--- src/rtl/traffic_light_pkg.sv ---
// Shared definitions for the traffic light FSM and its request conditioner:
// state encodings, the lights output codes and the default grant codes.
package traffic_light_pkg;

   typedef enum logic [2:0] {
      S0 = 3'd0,
      S1 = 3'd1,
      S2 = 3'd2,
      S3 = 3'd3,
      S4 = 3'd4,
      S5 = 3'd5,
      S6 = 3'd6,
      S7 = 3'd7
   } tl_state_e;

   localparam logic [11:0] LIGHTS_S0 = 12'h849;
   localparam logic [11:0] LIGHTS_S1 = 12'h449;
   localparam logic [11:0] LIGHTS_S2 = 12'h309;
   localparam logic [11:0] LIGHTS_S3 = 12'h289;
   localparam logic [11:0] LIGHTS_S4 = 12'h261;
   localparam logic [11:0] LIGHTS_S5 = 12'h251;
   localparam logic [11:0] LIGHTS_S6 = 12'h24C;
   localparam logic [11:0] LIGHTS_S7 = 12'h24A;

   // Entry into these codes means the FSM has started serving that request.
   localparam logic [11:0] LIGHTS_V_GRANT_DEF = LIGHTS_S4;
   localparam logic [11:0] LIGHTS_Z_GRANT_DEF = LIGHTS_S6;

   // Lights code driven by the FSM in a given state.
   function automatic logic [11:0] lights_of(input tl_state_e s);
      logic [11:0] code;
      code = LIGHTS_S0;
      case (s)
         S0: code = LIGHTS_S0;
         S1: code = LIGHTS_S1;
         S2: code = LIGHTS_S2;
         S3: code = LIGHTS_S3;
         S4: code = LIGHTS_S4;
         S5: code = LIGHTS_S5;
         S6: code = LIGHTS_S6;
         S7: code = LIGHTS_S7;
         default: code = LIGHTS_S0;
      endcase
      return code;
   endfunction

endpackage

--- src/rtl/sensor_debounce.sv ---
// One sensor channel: 2-flop synchronizer, stability counter and a
// single-cycle pulse on each debounced rising edge.
module sensor_debounce #(
   parameter int unsigned DEBOUNCE_CYCLES = 4
) (
   input  logic clk,
   input  logic reset,
   input  logic raw_i,
   output logic rise_o
);

   localparam logic [7:0] CNT_LAST = 8'(DEBOUNCE_CYCLES);

   logic       sync1_q, sync2_q;
   logic       deb_q, deb_d;
   logic       deb_dly_q;
   logic [7:0] cnt_q, cnt_d;

   // Count consecutive samples that disagree with the debounced level;
   // flip the level on the sample that completes the run.
   always_comb begin
      cnt_d = 8'd0;
      deb_d = deb_q;
      if (sync2_q != deb_q) begin
         if (cnt_q + 8'd1 == CNT_LAST) begin
            deb_d = ~deb_q;
            cnt_d = 8'd0;
         end else begin
            cnt_d = cnt_q + 8'd1;
         end
      end
   end

   // Synchronizer, debounce state and the delayed level for edge detection.
   always_ff @(posedge clk) begin
      if (reset) begin
         sync1_q   <= 1'b0;
         sync2_q   <= 1'b0;
         deb_q     <= 1'b0;
         deb_dly_q <= 1'b0;
         cnt_q     <= 8'd0;
      end else begin
         sync1_q   <= raw_i;
         sync2_q   <= sync1_q;
         deb_q     <= deb_d;
         deb_dly_q <= deb_q;
         cnt_q     <= cnt_d;
      end
   end

   // Falling edges are deliberately dropped: a held sensor is one request.
   assign rise_o = deb_q & ~deb_dly_q;

endmodule

--- src/rtl/traffic_request_conditioner.sv ---
// Turns raw vehicle/pedestrian sensors into latched V/Z requests for the
// traffic light FSM, clearing them on grant and keeping V from starving Z.
module traffic_request_conditioner
   import traffic_light_pkg::*;
#(
   parameter int unsigned DEBOUNCE_CYCLES = 4,
   parameter int unsigned MAX_V_SKIP      = 2,
   parameter logic [11:0] LIGHTS_V_GRANT  = LIGHTS_V_GRANT_DEF,
   parameter logic [11:0] LIGHTS_Z_GRANT  = LIGHTS_Z_GRANT_DEF
) (
   input  logic        clk,
   input  logic        reset,
   input  logic        raw_v,
   input  logic        raw_z,
   input  logic [11:0] lights,
   output logic        V,
   output logic        Z,
   output logic        v_masked
);

   localparam logic [3:0] SKIP_MAX = 4'(MAX_V_SKIP);

   logic        rise_v, rise_z;
   logic        grant_v, grant_z;
   logic [11:0] lights_q;
   logic        req_v_q, req_v_d;
   logic        req_z_q, req_z_d;
   logic [3:0]  skip_q, skip_d;
   logic        mask_q, mask_d;

   sensor_debounce #(.DEBOUNCE_CYCLES(DEBOUNCE_CYCLES)) u_deb_v (
      .clk    (clk),
      .reset  (reset),
      .raw_i  (raw_v),
      .rise_o (rise_v)
   );

   sensor_debounce #(.DEBOUNCE_CYCLES(DEBOUNCE_CYCLES)) u_deb_z (
      .clk    (clk),
      .reset  (reset),
      .raw_i  (raw_z),
      .rise_o (rise_z)
   );

   // A grant is the first cycle the lights show the service code, so a
   // code held for many cycles counts once.
   always_comb begin
      grant_v = (lights == LIGHTS_V_GRANT) && (lights_q != LIGHTS_V_GRANT);
      grant_z = (lights == LIGHTS_Z_GRANT) && (lights_q != LIGHTS_Z_GRANT);
   end

   // Request latches (a new rise beats a same-cycle grant) and the skip
   // counter that masks V after too many V services while Z waits.
   always_comb begin
      req_v_d = rise_v | (req_v_q & ~grant_v);
      req_z_d = rise_z | (req_z_q & ~grant_z);
      skip_d  = skip_q;
      if (grant_z || !req_z_q) begin
         skip_d = 4'd0;
      end else if (grant_v && (skip_q < SKIP_MAX)) begin
         skip_d = skip_q + 4'd1;
      end
      mask_d = (skip_d == SKIP_MAX);
   end

   // Request, fairness and lights history registers.
   always_ff @(posedge clk) begin
      if (reset) begin
         lights_q <= 12'h000;
         req_v_q  <= 1'b0;
         req_z_q  <= 1'b0;
         skip_q   <= 4'd0;
         mask_q   <= 1'b0;
      end else begin
         lights_q <= lights;
         req_v_q  <= req_v_d;
         req_z_q  <= req_z_d;
         skip_q   <= skip_d;
         mask_q   <= mask_d;
      end
   end

   // A masked V request stays latched and shows again once the mask drops.
   assign V        = req_v_q & ~mask_q;
   assign Z        = req_z_q;
   assign v_masked = mask_q;

endmodule

--- config.mk ---
export PLATFORM = sky130hd
export DESIGN_NAME = traffic_request_conditioner
export DESIGN_NICKNAME = d
export VERILOG_FILES = /design/src/rtl/traffic_light_pkg.sv /design/src/rtl/sensor_debounce.sv /design/src/rtl/traffic_request_conditioner.sv
export SDC_FILE = /design/constraint.sdc
export NUM_CORES = 1
export LEC_CHECK = 0
export ABC_AREA = 1
export CAP_MARGIN = 20
export CORE_MARGIN = 2
export CORE_UTILIZATION = 30
export DETAILED_ROUTE_END_ITERATION = 8
export HOLD_SLACK_MARGIN = 0.05
export PLACE_DENSITY = 0.48
export SLEW_MARGIN = 0
export SYNTH_ARGS = -nofsm -noshare
export SYNTH_HDL_FRONTEND = slang
export SYNTH_HIERARCHICAL = 1
export SYNTH_SLANG_ARGS = --single-unit
--- constraint.sdc ---
create_clock -name clk -period 2.35 [get_ports clk]
set_clock_uncertainty 0.1 [all_clocks]
set_input_delay 0.5875 -clock clk [delete_from_list [all_inputs] [get_ports clk]]
set_output_delay 0.5875 -clock clk [all_outputs]
set_load 0.03 [all_outputs]
==> flow_metrics.tcl <==
set metrics [dict create \
    status "completed" \
    yosys_register_bits 43 \
    hold_class "flop to flop" \
    port_buffers 18 \
    worstMarginPinSlew_ns 0.326 \
    cellInternalPower_mw 0.987 \
    root_buffer "clkbuf_8" \
    num_rows 30 \
    rsz0062_at_grt "false" \
    worstPathRequired_ns 1.66 \
    combPwrFrac 0.059 \
    grt_pass1_vias 1489 \
    r2r_start "u_deb_z/cnt_q[0]" \
    first_pass_iters 4 \
    power_mw 1.28 \
    cts_buffers 5 \
    vias 1722 \
    setup_viol 0 \
    critPathKind "flop to output pin" \
    cp.arrival_ns 1.40 \
    endpoint "V" \
    switching_share 0.229 \
    finalCritPeriodShare 0.889 \
    path_clk_slew_ns 0.08 \
    die_area_sq_mm 0.00753 \
    yosysTopAreaCellShare 0.419 \
    clockPowerShare 0.356 \
    reg2reg_to "u_deb_z/cnt_q[0]" \
    fin_ws_ns 0.262 \
    p_leak_nw 1.02 \
    die_height_um 86.8 \
    hold_path_depth 2 \
    nets 347 \
    start_kind "flop" \
    drv_cap 0 \
    grt.overflow.total 0 \
    cts_setup_buffers 0 \
    slew_violations 0 \
    post-place-ws_ns 0.285 \
    synthTopCellsByArea "dfxtp_1 42%, nor2_1 12%, inv_1 10%" \
    grt_pass1_wl_mm 6.13 \
    syn-mean-instance-area_sq_um 6.83 \
    antenna_left 0 \
    initial_core_util 0.306 \
    syn_nets 322 \
    crit_family "buffers and inverters" \
    fin_area_sq_mm 0.00243 \
    end_kind "output pin" \
    path_buf_inv 2 \
    die_x_um 86.8 \
    fillers 728 \
    cp_max_fo 2 \
    dpl.hpwl_mm 2.82 \
    holdBufCountCts 0 \
    reg2regPathDepth 9 \
    antenna_found_initial 0 \
    critical_path_cell_count 3 \
    seq_area_sq_um 861 \
    switchingPower_mw 0.293 \
    fmax_mhz 479 \
    startpoint "req_v_q" \
    hold_violations 0 \
    clock_sinks 43 \
    setup_tns_ns 0 \
    worst-r2r-setup-slack_ns 0.60 \
    cts_max_level 2 \
    drive_above_1_share 0.119 \
    path_cells "inv_1 > nor2_1 > clkdlybuf4s50_1" \
    drt_iter0_drc 80 \
    hold_ws_ns 0.299 \
    yosysSeqAreaShare 0.419 \
    synth_cells 301 \
    dpl_cell_area_sq_mm 0.00234 \
    slowest_delay_ns 0.67 \
    via_per_inst 4.23 \
    p_per_area_mw_per_mm2 527 \
    post_cts_resized 0 \
    slowest_stage "clkdlybuf4s50_1" \
    ys_warn_count 6 \
    max-slew-margin-rel 0.782 \
    clk_latency_ns 0.29 \
    seqPwrFrac 0.586 \
    num_antenna_cells 0 \
    io-pin-count 19 \
    cts_tree "done" \
    place_congestion 0.769 \
    drc 0 \
    fin_crit_ns 2.09 \
    multi_input_area_sq_um 938 \
    peakVddDrop_v 0.000242 \
    routedWlPerCell_um 8.65 \
    syn_to_final_growth_pct 18.1 \
    grt_max_degree 21 \
    synth_top_area_cell "dfxtp_1" \
    grt.total_usage 0.100 \
    core_area_sq_mm 0.00672 \
    wirelength_mm 3.52 \
    synth_area_sq_mm 0.00205 \
    clock_path_buffers 2 \
    synth_cell_type_count 20 \
]
cell usage after synthesis:
cell type,number
a21oi_1,5
and2_1,2
clkbuf_1,1
dfxtp_1,43
ha_1,5
inv_1,57
inv_2,10
nand2_1,53
nand2_2,6
nand3_1,24
nand4_1,8
nand4_2,2
nor2_1,66
nor2_2,5
nor2_4,4
nor3_1,3
nor3_2,1
o21ai_0,2
o21ai_4,2
o21bai_1,2
worst min path at each step:
| stage | start | endpoint |
|---|---|---|
| final | u_deb_z/sync1_q | u_deb_z/sync2_q |
| after global routing | u_deb_z/sync1_q | u_deb_z/sync2_q |
| after CTS | u_deb_z/sync1_q | u_deb_z/sync2_q |
| after detailed placement | u_deb_z/sync1_q | u_deb_z/sync2_q |
| after global placement | u_deb_z/sync1_q | u_deb_z/sync2_q |
| after floorplan | u_deb_v/sync1_q | u_deb_v/sync2_q |
sequential cells by signal (all words and copies together), names as in the netlist, 4 cells and up:
name,cells
lights_q,12
skip_q,4
u_deb_v/cnt_q,8
u_deb_z/cnt_q,8
worst reg2reg max path, cell delays in order, from the launching register on:
cell     delay [ns]
dfxtp_1        0.37
ha_1           0.25
nand2_1        0.09
inv_1          0.07
nor2_2         0.10
nand3_1        0.08
nor2_1         0.18
nand2_2        0.10
o21ai_4        0.24
nor2_1         0.07
metrics by stage:
stage                     utilization  cells
after CTS                       0.361    407
after detailed placement        0.348    399
after global routing            0.361    407
after floorplan                     -    301
final                           0.361    407
after global placement          0.348    399
cells in the final DEF, fill, tap and decap left out, types with 3 or more instances in the layout:
cell type,n
nand3_1,24
clkbuf_8,5
nor2_4,4
nor3_1,3
clkdlybuf4s50_1,18
nand2_1,53
a21oi_1,5
inv_2,10
nand4_1,8
nor2_1,66
inv_1,57
ha_1,5
dfxtp_1,43
nor2_2,5
nand2_2,6
layer usage:
layer,up-vias,track usage,share of wire
met1,742,0.118,0.49
met5,-,0,0
li1,957,-,-
met4,0,0.0298,0.012
met2,18,0.179,0.47
met3,5,0.0248,0.028
kinds of logic (layout without fill, tap and decap cells):
logic type,Yosys count,after routing,share of synthesized area
flip-flops,43,43,0.419
buffers and inverters,68,94,0.124
adder cells (fa/ha/maj),5,5,0.0305
AND/OR/NAND/NOR,174,174,0.386
AO/OA/AOI/OAI,11,11,0.0402
final cells by class:
cell class | count | area share
Multi-Input combinational cell | 190 | 0.387
Sequential cell | 43 | 0.355
Inverter | 67 | 0.104
Timing Repair Buffer | 19 | 0.0773
Tap cell | 80 | 0.0412
Clock buffer | 5 | 0.0284
Clock inverter | 3 | 0.00825
power by group through the flow:
stage | clock [mW] | sequential, mW | combinational, mW
final | 0.455 | 0.750 | 0.0751
after CTS | 0.483 | 0.750 | 0.0767
after detailed placement | 0 | 0.768 | 0.0765
after global routing | 0.506 | 0.752 | 0.0856
after floorplan | 0 | 0.766 | 0.0371
after global placement | 0 | 0.767 | 0.0770
No activity file was read; power rests on OpenSTA's default activity.
